## config.mk

```make
export PLATFORM = sky130hd
export DESIGN_NAME = mem_port_arbiter
export DESIGN_NICKNAME = d
export VERILOG_FILES = /design/src/rtl/mem_port_arbiter.sv
export SDC_FILE = /design/constraint.sdc
export NUM_CORES = 1
export LEC_CHECK = 0
export ABC_CLOCK_PERIOD_IN_PS = 3100
export CAP_MARGIN = 20
export CORE_ASPECT_RATIO = 1.4
export CORE_MARGIN = 5
export CORE_UTILIZATION = 42
export CTS_BUF_LIST = sky130_fd_sc_hd__clkbuf_4 sky130_fd_sc_hd__clkbuf_8
export CTS_CLUSTER_SIZE = 8
export DETAILED_ROUTE_END_ITERATION = 16
export PLACE_DENSITY = 0.89
export RECOVER_POWER = 25
export SYNTH_ARGS = -nofsm -noshare
export SYNTH_HDL_FRONTEND = slang
export SYNTH_SLANG_ARGS = --single-unit
export TNS_END_PERCENT = 30
```

## constraint.sdc

```tcl
create_clock -name clock -period 3.1 [get_ports clock]
set_clock_uncertainty 0.05 [all_clocks]
set_input_delay 0.62 -clock clock [delete_from_list [all_inputs] [get_ports clock]]
set_output_delay 0.62 -clock clock [all_outputs]
set_load 0.05 [all_outputs]
```

## src/rtl/mem_port_arbiter.sv

```systemverilog
// Two-requester round-robin arbiter in front of one block-RAM port.
// One transaction is in flight at a time: IDLE -> ISSUE -> (WAIT) -> DONE.
// All outputs are flops whose next values are computed together with the next state.
module mem_port_arbiter #(
  parameter int ADDR_W = 24,
  parameter int DATA_W = 16,
  parameter int RD_LAT = 1
) (
  input  logic              clock,
  input  logic              reset,
  input  logic              req0,
  input  logic              we0,
  input  logic [ADDR_W-1:0] addr0,
  input  logic [DATA_W-1:0] wdata0,
  output logic              ack0,
  output logic [DATA_W-1:0] rdata0,
  input  logic              req1,
  input  logic              we1,
  input  logic [ADDR_W-1:0] addr1,
  input  logic [DATA_W-1:0] wdata1,
  output logic              ack1,
  output logic [DATA_W-1:0] rdata1,
  output logic [ADDR_W-1:0] mem_addr,
  output logic [DATA_W-1:0] mem_din,
  output logic              mem_we,
  input  logic [DATA_W-1:0] mem_dout,
  output logic              busy,
  output logic              grant_id
);

  typedef enum logic [1:0] {S_IDLE, S_ISSUE, S_WAIT, S_DONE} state_t;

  // Wide enough for RD_LAT-1 with RD_LAT up to 4.
  localparam int CNT_W = 2;

  state_t             state_q, state_d;
  logic               rr_last_q, rr_last_d;
  logic [CNT_W-1:0]   cnt_q, cnt_d;
  logic               we_l_q, we_l_d;
  logic               ack0_q, ack0_d, ack1_q, ack1_d;
  logic [DATA_W-1:0]  rdata0_q, rdata0_d, rdata1_q, rdata1_d;
  logic [ADDR_W-1:0]  mem_addr_q, mem_addr_d;
  logic [DATA_W-1:0]  mem_din_q, mem_din_d;
  logic               mem_we_q, mem_we_d;
  logic               busy_q, busy_d;
  logic               grant_id_q, grant_id_d;

  logic               win;
  logic               win_we;
  logic [ADDR_W-1:0]  win_addr;
  logic [DATA_W-1:0]  win_wdata;

  // Round-robin pick: a lone requester wins, a tie goes to the port not served last.
  always_comb begin
    win = 1'b0;
    if (req0 && req1) win = ~rr_last_q;
    else if (req1)    win = 1'b1;
  end

  assign win_we    = win ? we1    : we0;
  assign win_addr  = win ? addr1  : addr0;
  assign win_wdata = win ? wdata1 : wdata0;

  // Next-state and next-output computation for the transaction sequencer.
  always_comb begin
    // NOTE: every signal gets a default first so no path through the case infers a latch.
    state_d    = state_q;
    rr_last_d  = rr_last_q;
    cnt_d      = cnt_q;
    we_l_d     = we_l_q;
    ack0_d     = 1'b0;
    ack1_d     = 1'b0;
    rdata0_d   = rdata0_q;
    rdata1_d   = rdata1_q;
    mem_addr_d = mem_addr_q;
    mem_din_d  = mem_din_q;
    mem_we_d   = mem_we_q;
    grant_id_d = grant_id_q;

    case (state_q)
      S_IDLE: begin
        if (req0 || req1) begin
          grant_id_d = win;
          rr_last_d  = win;
          we_l_d     = win_we;
          mem_addr_d = win_addr;
          mem_we_d   = win_we;
          mem_din_d  = win_we ? win_wdata : '0;
          state_d    = S_ISSUE;
        end
      end
      S_ISSUE: begin
        mem_we_d  = 1'b0;
        mem_din_d = '0;
        if (we_l_q) begin
          // Write was taken by memory on this edge; acknowledge next cycle.
          mem_addr_d = '0;
          ack0_d     = ~grant_id_q;
          ack1_d     = grant_id_q;
          state_d    = S_DONE;
        end else begin
          cnt_d   = CNT_W'(RD_LAT - 1);
          state_d = S_WAIT;
        end
      end
      S_WAIT: begin
        if (cnt_q == '0) begin
          if (grant_id_q) rdata1_d = mem_dout;
          else            rdata0_d = mem_dout;
          mem_addr_d = '0;
          ack0_d     = ~grant_id_q;
          ack1_d     = grant_id_q;
          state_d    = S_DONE;
        end else begin
          cnt_d = cnt_q - 1'b1;
        end
      end
      S_DONE: begin
        state_d = S_IDLE;
      end
      default: begin
        state_d = S_IDLE;
      end
    endcase

    busy_d = (state_d != S_IDLE);
  end

  // State and output registers with synchronous reset.
  always_ff @(posedge clock) begin
    // NOTE: sequential state uses non-blocking assignments so all flops update together.
    if (reset) begin
      state_q    <= S_IDLE;
      rr_last_q  <= 1'b1;
      cnt_q      <= '0;
      we_l_q     <= 1'b0;
      ack0_q     <= 1'b0;
      ack1_q     <= 1'b0;
      rdata0_q   <= '0;
      rdata1_q   <= '0;
      mem_addr_q <= '0;
      mem_din_q  <= '0;
      mem_we_q   <= 1'b0;
      busy_q     <= 1'b0;
      grant_id_q <= 1'b0;
    end else begin
      state_q    <= state_d;
      rr_last_q  <= rr_last_d;
      cnt_q      <= cnt_d;
      we_l_q     <= we_l_d;
      ack0_q     <= ack0_d;
      ack1_q     <= ack1_d;
      rdata0_q   <= rdata0_d;
      rdata1_q   <= rdata1_d;
      mem_addr_q <= mem_addr_d;
      mem_din_q  <= mem_din_d;
      mem_we_q   <= mem_we_d;
      busy_q     <= busy_d;
      grant_id_q <= grant_id_d;
    end
  end

  assign ack0     = ack0_q;
  assign ack1     = ack1_q;
  assign rdata0   = rdata0_q;
  assign rdata1   = rdata1_q;
  assign mem_addr = mem_addr_q;
  assign mem_din  = mem_din_q;
  assign mem_we   = mem_we_q;
  assign busy     = busy_q;
  assign grant_id = grant_id_q;

endmodule

```

Word level (Yosys, flattened, before mapping)
Index checks and enable logic that the tools add are counted.
Word-level totals
  flip-flop bits (word level): 83
  bits of input ports: 102
  output and inout bits: 77
  word-level logic and storage cells: 65
Operators by class
  add/sub/neg operators: 1
  equality and inequality tests: 8
  multiplexer cells: 27
  bitwise operators: 2
  reductions and logical operators: 14
Operator list (number)
  24-bit two-way mux: 4
  24-bit one-hot mux with 3 select lines: 1
  16-bit two-way mux: 3
  16-bit one-hot mux with 2 select lines: 1
  2-bit != test (second input constant): 5
  1-bit two-way mux: 9
  3-bit AND reduction: 3
  2-bit two-way mux: 4
  2-bit one-hot mux with 4 select lines: 1
  1-bit one-hot mux with 2 select lines: 3
  2-bit nonzero test: 3
  2-bit == test (second input constant): 2
  2-bit logical NOT: 2
  2-bit one-hot mux with 2 select lines: 1
  2-bit AND reduction: 2
  4-bit AND reduction: 1
  3-bit nonzero test: 1
  2-bit by 1-bit == test with 1-bit output (second input constant): 1
  1-bit inverter: 2
  2-bit by 1-bit subtractor with 2-bit output (second input constant): 1
  1-bit logical AND: 1
  1-bit logical OR: 1

Depth between registers and ports, before layout
  depth after elaboration: 6
  depth in mapped cells: 9
  depth with buffers taken out: 6

Worst setup path after synthesis
Ideal clock, no wire load.
  path type: flip-flop to flip-flop
  start: reg state_q[0]
  end: reg mem_addr_q[20], in the netlist mem_addr[20]
  library setup time: 0.070 ns
  arrival time: 2.025 ns
  setup slack: 0.955 ns
  stages on the path, launching flop included: 8
  path buffers: 1
  cells stage by stage: dfxtp_1 -> inv_1 -> ha_1 -> nor3b_4 -> or4_4 -> buf_6 -> or3_1 -> a21oi_1
Between the ends
  word-level cells in the longest chain between the ends: 3
  elaborated cells between the ends (all ways): 9
RTL lines
  start, declared: RTL line 36  | state_t state_q, state_d;
  start signal, assigned: RTL line 147  | state_q <= state_d;
  2-bit == test, or another cell as far along: RTL line 80  | case (state_q)
  2-bit != test (no source line) or 3-bit nonzero test (tied branches)
  4-bit AND reduction (no source line)
  end signal, assigned: RTL line 155  | mem_addr_q <= mem_addr_d;
  end, declared: RTL line 42  | logic [ADDR_W-1:0] mem_addr_q, mem_addr_d;
Several ways; a longest one is shown, not always the timed one.
A chain may end at the register's enable or synchronous reset.

Final worst setup path
  start: in reset
  end: reg mem_din_q[2], in the netlist mem_din[2]
RTL lines
  start, declared: RTL line 10  | input logic reset,
  end signal, assigned: RTL line 156  | mem_din_q <= mem_din_d;
  end, declared: RTL line 43  | logic [DATA_W-1:0] mem_din_q, mem_din_d;
No word-level cell between the ends.

==> summary.txt <==
Yosys
  • Ys flop type: dfxtp_1
  • YS warnings: 0
  • Commonest cells post-synth: nand2_1, dfxtp_1, a21oi_1
  • FFs w/ async S/R, synth: 0%
  • Net count after synthesis: ~530
  • Synth area leader: dfxtp_1
  • Post-synth EDFFs: 0
  • Sequential share of the synthesized area: ~46%
  • Cell with the most instances after synthesis: nand2_1
  • Netlist cell types: 27
  • Mapped cell area: 3592 sq um
  • Post-Syn Instances: 425
  • Synth area leaders: dfxtp_1, mux2i_1, a21oi_1, nand2_1, or3_1
  • Yosys top cell area share: a little under half
  • Synthesized area per cell: about 8.5 sq um
  • Synth Register Bits: 83

Run
  • # Max-Cap Violations: 1

Worst setup path
  • Startpoint types: input pin
  • Critical Path RT: around 3.2 ns
  • Crit-path max FO: 45
  • Worst setup EP type: flip-flop
  • CP endpoint: mem_din[2]
  • R2r setup slk: 0.53 ns
  • Crit path DAT: between 2 and 3 ns
  • Worst Reg-to-Reg Cells: 6
  • Reg-to-reg endpoint: mem_addr[6]
  • R2R Path Start: state_q[0]
  • Critical Path Source: reset
  • Critical path class: in2reg

Floorplan
  • Die area: around 11000 sq um
  • # IOs: roughly 180
  • Vert. Die Dim: 119.4 um
  • Core area: roughly 8500 sq um
  • Die W: about 88 um
  • Std-Cell Rows: 40
  • Initial Util: about 42%

Placed design
  • RePlAce Congestion: roughly 0.74
  • IO buf count: about 180
  • DP Area: 5426 sq um
  • HPWL after DPL: around 8000 um

GRT
  • Gr ovfl total: 0
  • Initial antenna violation count: 0
  • Largest net degree at the start of global routing: 49
  • Vias in the first global route: between 3k and 4k
  • Total Routing Usage GR: 19.86%
  • Global-route wire length before repair: 16700 um

Clock tree
  • CTS tree: done
  • Clock slew at reported path FFs: ~0.08 ns
  • Clock tree buffer depth: 2
  • Latest clock arrival within the worst-skew pair: around 0.33 ns
  • Post-CTS Setup Inserts: 0
  • Clock buffers created by TritonCTS: 9
  • CTS Sinks: 83
  • Post-CTS sizing: 0
  • CTS root buf: clkbuf_8
  • H-tree depth: 3
  • Post-CTS Hold Buffers: 0

Timing
  • Worst-Margin Slew: 2.009 ns
  • Max-slew violation total from the final report: between 40 and 50
  • # setup viols final: 0
  • Slew headroom: -33.95%
  • RSZ-0062 raised after global routing: false
  • Final hold vios: 0
  • Fin crit share: roughly 84%
  • Min cycle time layout: about 2.6 ns
  • FMAX: between 300 and 400 MHz
  • Final TNS setup: 0 ns

Drt
  • WL/cell: approximately 15 um
  • Final ANT Viol Nets: 0
  • Residual DRC: 0
  • Drt pass-1 iters: 5
  • Vias after detailed routing: around 3.6k
  • WL final: between 10000 and 15000 um
  • Iter 0 DRT Violations: about 200
  • Vias per Instance: 5.161

Cells and area
  • Share of cells above drive strength 1: 4.054%
  • Fin nets: between 600 and 700
  • Ant diodes: 0
  • Area grow syn2layout: 57.02%
  • Fin area: approximately 5600 sq um

Pwr
  • Total power: around 5 mW
  • Pwr/cell area: roughly 880 nW/um^2
  • LEAKAGE: 2.021 nW
  • Peak VDD IR: 517.3 uV

Run status
  • Outcome: complete, but fails checks
  • Violated checks: max-capacitance violations, max-slew violations

Worst hold path
  • HP Class: reg2reg
## through the flow
| stage | hold WS, ns | instances | utilization (%) | setup slack (ns) |
|---|---|---|---|---|
| final | 0.4045 | 697 | 66.69 | 0.4887 |
| after global routing | 0.4227 | 697 | 66.69 | 0.2495 |
| after CTS | 0.4070 | 697 | 66.75 | 0.5415 |
| after detailed placement | 0.3968 | 683 | 64.16 | 0.2782 |
| after global placement | 0.3888 | 683 | 64.16 | 0.3757 |
| after floorplan | 0.3819 | 425 | - | 0.9550 |
## cell families after synthesis
group | Yosys count | share of synthesized area, %
flip-flops | 83 | 46.26
AO/OA/AOI/OAI | 102 | 14.84
multiplexers | 42 | 11.70
buffers and inverters | 37 | 4.702
adder cells (fa/ha/maj) | 6 | 2.090
AND/OR/NAND/NOR | 155 | 20.41
## per-layer routing
| metal | part of all wire [%] | vias up | routed length, um | global-route usage (%) |
|---|---|---|---|---|
| met5 | 0 | - | 0 | 0 |
| met4 | 3.1 | 0 | 329 | 9.641 |
| met3 | 7.9 | 28 | 839 | 3.806 |
| met2 | 53 | 154 | 5582 | 36.14 |
| met1 | 36 | 1633 | 3863 | 21.12 |
| li1 | - | 1782 | - | - |
## critical path, cell delays in order
cell	delay (ns)
clkbuf_1	1.41
clkbuf_1	0.61
a21oi_1	0.10
## where the power goes
part           switching [mW]  total, mW  internal [mW]
sequential              0.152       1.49           1.34
combinational            1.72       2.64          0.928
clock                   0.350      0.848          0.499
## placed cells by master, fill, tap and decap left out
| cell type | count |
|---|---|
| a22oi_1 | 2 |
| clkbuf_8 | 11 |
| clkbuf_1 | 2 |
| nand2b_1 | 2 |
| buf_12 | 1 |
| nor2b_1 | 3 |
| o21ai_0 | 19 |
| and3b_1 | 1 |
| nor2_1 | 7 |
| a221o_1 | 1 |
| or4_4 | 1 |
| and3_1 | 1 |
| a21oi_1 | 76 |
| nor3_1 | 1 |
| dfxtp_1 | 83 |
| ha_1 | 6 |
| clkbuf_4 | 1 |
| bufinv_16 | 2 |
| o21a_1 | 1 |
| clkdlybuf4s50_1 | 177 |
| nor3b_4 | 1 |
| or3_1 | 40 |
| a21boi_4 | 1 |
| nand2_1 | 94 |
| nor4_1 | 1 |
| mux2i_1 | 42 |
| or2_2 | 1 |
| inv_1 | 5 |
| a2bb2oi_1 | 2 |
| buf_4 | 5 |
| nand3_1 | 2 |
## state kept, by name, indices dropped and copies added (netlist names), 2 cells and up
register  count
cnt_q         2
mem_addr     24
mem_din      16
rdata0       16
rdata1       16
state_q       2
## final cells by class
| cell class | instances | area [sq um] |
|---|---|---|
| tap | 105 | 131.4 |
| fill | 705 | 2818 |
| timing repair buffer | 185 | 1837 |
| inverter | 5 | 18.77 |
| multi-input combinational | 305 | 1773 |
| clock inverter | 2 | 60.06 |
| clock buffer | 12 | 158.9 |
| sequential | 83 | 1662 |
## how the worst min path moves through the flow
stage,cells past startpoint,startpoint,endpoint
CTS,2,rdata1[12],rdata1[12]
global placement,2,cnt_q[0],cnt_q[0]
global route,2,rdata0[15],rdata0[15]
floorplan,2,cnt_q[0],cnt_q[0]
finish,2,rdata0[0],rdata0[0]
detailed placement,2,rdata1[12],rdata1[12]
Note: power is estimated with default switching activity, not from simulation.
